### src/rtl/chess_countdown_if.sv
// Control inputs and display/status outputs of the chess clock countdown engine.
interface chess_countdown_if;
    logic        load;
    logic [7:0]  time_in;
    logic        press_a;
    logic        press_b;
    logic        pause;
    logic [31:0] counted_time;
    logic        run_a;
    logic        run_b;
    logic        paused;
    logic        flag_a;
    logic        flag_b;

    modport master (
        output load, time_in, press_a, press_b, pause,
        input  counted_time, run_a, run_b, paused, flag_a, flag_b
    );

    modport slave (
        input  load, time_in, press_a, press_b, pause,
        output counted_time, run_a, run_b, paused, flag_a, flag_b
    );
endinterface

### src/rtl/chess_countdown.sv
// Two-player chess clock: per-player min:sec countdown with move hand-off,
// pause and time-expiry. Times are kept as packed {min[7:0], sec[5:0]}.
module chess_countdown #(
    parameter int unsigned TICK_DIV = 100000000
) (
    input logic             clk,
    input logic             rst_n,
    chess_countdown_if.slave bus
);
    localparam int unsigned PW = (TICK_DIV > 1) ? $clog2(TICK_DIV) : 1;
    localparam logic [PW-1:0] TICK_LAST = PW'(TICK_DIV - 1);
    localparam logic [13:0] ZERO_TIME = 14'd0;

    typedef enum logic [2:0] {
        IDLE, RUN_A, RUN_B, PAUSE_A, PAUSE_B, EXP_A, EXP_B
    } state_t;

    state_t        state, state_nx;
    logic [PW-1:0] presc, presc_nx;
    logic [13:0]   time_a, time_a_nx;
    logic [13:0]   time_b, time_b_nx;
    logic          tick;
    logic          run_a_q, run_b_q, paused_q, flag_a_q, flag_b_q;

    // One-second decrement; callers guarantee the time is never 0:00 here.
    function automatic logic [13:0] dec_time(input logic [13:0] t);
        if (t[5:0] == 6'd0)
            return {t[13:6] - 8'd1, 6'd59};
        else
            return {t[13:6], t[5:0] - 6'd1};
    endfunction

    always_comb begin
        state_nx  = state;
        presc_nx  = presc;
        time_a_nx = time_a;
        time_b_nx = time_b;
        tick      = 1'b0;
        if (bus.load) begin
            time_a_nx = {bus.time_in, 6'd0};
            time_b_nx = {bus.time_in, 6'd0};
            presc_nx  = {PW{1'b0}};
            state_nx  = IDLE;
        end else begin
            case (state)
                IDLE: begin
                    presc_nx = {PW{1'b0}};
                    if (bus.press_a && !bus.press_b)
                        state_nx = (time_b == ZERO_TIME) ? EXP_B : RUN_B;
                    else if (bus.press_b && !bus.press_a)
                        state_nx = (time_a == ZERO_TIME) ? EXP_A : RUN_A;
                end
                RUN_A: begin
                    tick     = (presc == TICK_LAST);
                    presc_nx = tick ? {PW{1'b0}} : presc + PW'(1);
                    if (tick)
                        time_a_nx = dec_time(time_a);
                    // Expiry beats pause, pause beats the hand-off.
                    if (tick && time_a_nx == ZERO_TIME)
                        state_nx = EXP_A;
                    else if (bus.pause)
                        state_nx = PAUSE_A;
                    else if (bus.press_a) begin
                        state_nx = (time_b == ZERO_TIME) ? EXP_B : RUN_B;
                        presc_nx = {PW{1'b0}};
                    end
                end
                RUN_B: begin
                    tick     = (presc == TICK_LAST);
                    presc_nx = tick ? {PW{1'b0}} : presc + PW'(1);
                    if (tick)
                        time_b_nx = dec_time(time_b);
                    if (tick && time_b_nx == ZERO_TIME)
                        state_nx = EXP_B;
                    else if (bus.pause)
                        state_nx = PAUSE_B;
                    else if (bus.press_b) begin
                        state_nx = (time_a == ZERO_TIME) ? EXP_A : RUN_A;
                        presc_nx = {PW{1'b0}};
                    end
                end
                PAUSE_A: if (bus.pause) state_nx = RUN_A;
                PAUSE_B: if (bus.pause) state_nx = RUN_B;
                EXP_A, EXP_B: state_nx = state;
                default: state_nx = IDLE;
            endcase
        end
    end

    // Status flags are registered from the next state so they align with counted_time.
    always_ff @(posedge clk or negedge rst_n) begin
        if (!rst_n) begin
            state    <= IDLE;
            presc    <= {PW{1'b0}};
            time_a   <= ZERO_TIME;
            time_b   <= ZERO_TIME;
            run_a_q  <= 1'b0;
            run_b_q  <= 1'b0;
            paused_q <= 1'b0;
            flag_a_q <= 1'b0;
            flag_b_q <= 1'b0;
        end else begin
            state    <= state_nx;
            presc    <= presc_nx;
            time_a   <= time_a_nx;
            time_b   <= time_b_nx;
            run_a_q  <= (state_nx == RUN_A);
            run_b_q  <= (state_nx == RUN_B);
            paused_q <= (state_nx == PAUSE_A) || (state_nx == PAUSE_B);
            flag_a_q <= (state_nx == EXP_A);
            flag_b_q <= (state_nx == EXP_B);
        end
    end

    assign bus.counted_time = {4'b0, time_a, time_b};
    assign bus.run_a        = run_a_q;
    assign bus.run_b        = run_b_q;
    assign bus.paused       = paused_q;
    assign bus.flag_a       = flag_a_q;
    assign bus.flag_b       = flag_b_q;
endmodule

### src/flat_wrapper.sv
// flat-port wrapper written by rule: the top's interface ports become plain ports
module chess_countdown_flat 
#(
    parameter int unsigned TICK_DIV = 100000000
)
  (clk, rst_n, bus_load, bus_time_in, bus_press_a, bus_press_b, bus_pause, bus_counted_time, bus_run_a, bus_run_b, bus_paused, bus_flag_a, bus_flag_b);
  chess_countdown_if bus_i ();
  input logic clk;
  input logic rst_n;
  input wire logic [$bits(bus_i.load)-1:0] bus_load;
  input wire logic [$bits(bus_i.time_in)-1:0] bus_time_in;
  input wire logic [$bits(bus_i.press_a)-1:0] bus_press_a;
  input wire logic [$bits(bus_i.press_b)-1:0] bus_press_b;
  input wire logic [$bits(bus_i.pause)-1:0] bus_pause;
  output wire logic [$bits(bus_i.counted_time)-1:0] bus_counted_time;
  output wire logic [$bits(bus_i.run_a)-1:0] bus_run_a;
  output wire logic [$bits(bus_i.run_b)-1:0] bus_run_b;
  output wire logic [$bits(bus_i.paused)-1:0] bus_paused;
  output wire logic [$bits(bus_i.flag_a)-1:0] bus_flag_a;
  output wire logic [$bits(bus_i.flag_b)-1:0] bus_flag_b;
  assign bus_i.load = bus_load;
  assign bus_i.time_in = bus_time_in;
  assign bus_i.press_a = bus_press_a;
  assign bus_i.press_b = bus_press_b;
  assign bus_i.pause = bus_pause;
  assign bus_counted_time = bus_i.counted_time;
  assign bus_run_a = bus_i.run_a;
  assign bus_run_b = bus_i.run_b;
  assign bus_paused = bus_i.paused;
  assign bus_flag_a = bus_i.flag_a;
  assign bus_flag_b = bus_i.flag_b;
  chess_countdown #(.TICK_DIV(TICK_DIV)) u_core (.clk(clk), .rst_n(rst_n), .bus(bus_i));
endmodule
### config.mk
export PLATFORM = sky130hd
export DESIGN_NAME = chess_countdown_flat
export DESIGN_NICKNAME = d
export VERILOG_FILES = /design/src/rtl/chess_countdown_if.sv /design/src/rtl/chess_countdown.sv /design/src/flat_wrapper.sv
export SDC_FILE = /design/constraint.sdc
export NUM_CORES = 1
export LEC_CHECK = 0
export BUFFER_PORTS_ARGS = -buffer_cell sky130_fd_sc_hd__buf_4
export CAP_MARGIN = 20
export CORE_ASPECT_RATIO = 1.1
export CORE_MARGIN = 1
export CORE_UTILIZATION = 40
export CTS_BUF_LIST = sky130_fd_sc_hd__clkbuf_8
export DETAILED_ROUTE_END_ITERATION = 10
export SETUP_SLACK_MARGIN = 0.2
export SYNTH_ARGS = -nofsm -noshare
export SYNTH_HDL_FRONTEND = slang
export SYNTH_SLANG_ARGS = --single-unit
### constraint.sdc
create_clock -name clk -period 3.9 [get_ports clk]
set_input_delay 0.39 -clock clk [delete_from_list [all_inputs] [get_ports clk]]
set_output_delay 0.39 -clock clk [all_outputs]
set_load 0.01 [all_outputs]
==> results.toml <==
[place]
gp_congestion = 0.821
dp_hpwl_um = 6490
place_area_um2 = 4340
portBuffers = 46

[grt]
grt_max_degree = 64
grt_pass1_vias = 3267
overflow = 0
grt_antenna_before_repair = 0
grt_usage_pct = 19.5
grt_pass1_wl_um = 15700

[yosys]
synth_flop_cell = "dfrtp_1"
synth_top_family_by_area = "simple AND/OR/NAND/NOR gates"
synthCells = 456
ys_seq_area_share_pct = 40.4
synthAdderAreaFrac_pct = 1.60
synth_top_area_share_pct = 40.4
synthXorXnorAreaFrac_pct = 5.84
synth_edf_count = 0
synth_simple_gate_area_share_pct = 26.9
syn_avg_cell_area_um2 = 8.56
synthMuxAreaShare_pct = 4.58
synth_seq_cells = 63
synth_area_um2 = 3900
synth-async-reset-ratio_pct = 100
synth_warnings = 0
synth_compound_area_share_pct = 16.1
synth_top_cell_by_area = "dfrtp_1"
synthDistinctLibCells = 57
synth_area_leaders = "dfrtp_1 (40%), nand2_1 (6.5%), o21ai_0 (4.4%)"

[power]
peakVddDrop_mv = 0.188
power_density_nw_per_um2 = 355
cellLeakagePower_nw = 1.97

[setup_path]
critPathMaxFanout = 6
endpoint_kind = "flop"
crit_path_start_kind = "flop"
timing.rr.start = "u_core.presc[0]"
startpoint = "u_core.presc[0]"
cp.required_ns = 4.17
critPathKind = "reg -> reg"
crit_arrival_ns = 3.77

[final_layout]
area_delta_synth_final_pct = 16.5
stdcell_area_um2 = 4550
final_util_pct = 48.4
drive_above_1_share_pct = 17.8
finalNetCount = 515
antenna_cells = 0

[detailed_routing]
wl_met3_um = 328
drc = 0
drtIter0Drc = 221
post_drt_wl_per_cell_um = 15.1
top_layer_used = "met4"
vias = 3470
ant_nets = 0
postRouteWirelength_um = 9360
first_pass_iters = 4
met2WireLength_um = 4620
wl_met1_um = 4310
viasPerCell = 5.61

[cts]
cts_resized = 0
path_clk_slew_ns = 0.07
clkLatencyLatePin_ns = 0.34
cts_hold_buf = 0
htreeDepth = 3
root_buffer = "clkbuf_8"
clk_path_buf_depth = 2
clkSinkCount = 63
numCtsBuffers = 9
post-cts-setup-buffer-count = 0
cts_tree = "built"

[sta]
min_period_ns = 3.50
max_freq_mhz = 286
worstMarginPinSlew_ns = 0.937
slew-limit-headroom_pct = 37.5
fin_worst_skew_ns = 0.00729
tns_ns = 0
rsz0062_at_grt = "no"
final-setup-viol-count = 0
hold_violations = 0
period_share_pct = 89.8
drv_slew = 0

[hold_path]
hold_class = "in -> async"

[floorplan]
ios = 51
die-area_um2 = 10200
rows = 37
die_w_um = 96.2
fp.dieH_um = 106
core-area_um2 = 9400
start_util_pct = 41.5

[status]
status = "finished clean"

[flow_run]
maxCapViolCount = 0
==> registers in the layout, summed over array words and instances, names as in the netlist <==
| name | cells |
|---|---|
| u_core.bus.run_b | 1 |
| u_core.state | 3 |
| u_core.time_a | 14 |
| u_core.bus.paused | 1 |
| u_core.presc | 27 |
| u_core.bus.flag_a | 1 |
| u_core.time_b | 14 |
| u_core.bus.flag_b | 1 |
| u_core.bus.run_a | 1 |
==> layout make-up <==
type                       count  area (µm²)
clock buffer                   9         124
clock inverter                 7        81.3
fill                         920        4850
inverter                      16        60.1
multi-input combinational    354        2170
sequential                    63        1580
tap                          117         146
timing repair buffer          52         390
==> cell usage after synthesis (4+ instances only) <==
cell	instances
nand4_1	11
mux2_2	15
nor2_1	35
nand3_1	17
o21ai_0	34
xnor2_1	12
and3_1	7
clkbuf_1	19
inv_1	16
o31ai_1	12
buf_4	4
a31oi_1	5
nor3_1	14
a21oi_1	20
or3_1	5
a311oi_1	4
and2_1	5
dfrtp_1	63
ha_1	5
nand2b_1	4
xor2_1	14
nor4_1	13
nor4b_1	5
nand2_1	68
==> power breakdown <==
| part | total, W | switching [W] | internal, W |
|---|---|---|---|
| combinational | 0.000280 | 0.000162 | 0.000119 |
| sequential | 0.000728 | 0.0000467 | 0.000682 |
| clock | 0.000606 | 0.000255 | 0.000351 |
==> path summary, 6_finish.rpt <==
path | endpoint | slack (ns) | cells after the start
max in group asynchronous | u_core.presc[14] | 3.24 | 1
setup reg to reg | u_core.bus.paused | 0.40 | 9
setup / recovery | u_core.bus.paused | 0.40 | 9
hold / removal | u_core.time_a[1] | 0.12 | 1
hold reg to reg | u_core.presc[26] | 0.51 | 1
min in group clk | u_core.time_b[8] | 0.29 | 2
==> layout by cell type, fill, tap and decap left out, types with 5 or more instances in the layout <==
| cell | Yosys | routed |
|---|---|---|
| clkbuf_8 | 0 | 9 |
| o21ai_0 | 34 | 34 |
| a21oi_1 | 20 | 20 |
| a31oi_1 | 5 | 5 |
| nor3_1 | 14 | 14 |
| nand3_1 | 17 | 17 |
| o31ai_1 | 12 | 12 |
| nor4_1 | 13 | 12 |
| mux2_2 | 15 | 15 |
| ha_1 | 5 | 5 |
| dfrtp_1 | 63 | 63 |
| nor2_1 | 35 | 35 |
| xnor2_1 | 12 | 12 |
| inv_1 | 16 | 19 |
| xor2_1 | 14 | 14 |
| buf_4 | 4 | 52 |
| nand2_1 | 68 | 68 |
| and3_1 | 7 | 7 |
| nor4b_1 | 5 | 5 |
| and2_1 | 5 | 5 |
| or3_1 | 5 | 5 |
| nand4_1 | 11 | 11 |
==> kinds of logic after synthesis <==
kind of cell / Yosys count
fa+ha+maj: 5
buf+inv: 42
simple gates: 206
xor+xnor: 26
mux: 16
compound gates: 97
other cells: 1
flops: 63
==> through the flow <==
stage / hold slack (ns) / setup slack [ns] / instances / total power (W)
3_3_place_gp: 0.492 / 0.523 / 602 / 0.00102
3_5_place_dp: 0.498 / 0.426 / 602 / 0.00102
6_report: 0.120 / 0.398 / 618 / 0.00161
4_1_cts: 0.164 / 0.403 / 618 / 0.00164
5_1_grt: 0.205 / 0.229 / 618 / 0.00170
2_1_floorplan: 0.0944 / 0.708 / 459 / 0.000915
==> critical path, cell delays in order, from the launching register on <==
cell and delay (ns):
dfrtp_1 0.39, ha_1 0.21, and3_1 0.31, nand2_2 0.09, or4_1 0.68, or4_4 0.60
a2111oi_4 0.42, o21ai_1 0.21, or3b_1 0.38, a21oi_1 0.14
==> metal layers <==
layer / vias to the layer above / global-route usage [%]
met4: 0 / 5.44
met3: 7 / 3.90
met1: 1683 / 25.6
met2: 59 / 32.3
li1: 1721 / -
met5: - / 0
Note: power is estimated with default switching activity, not from simulation.
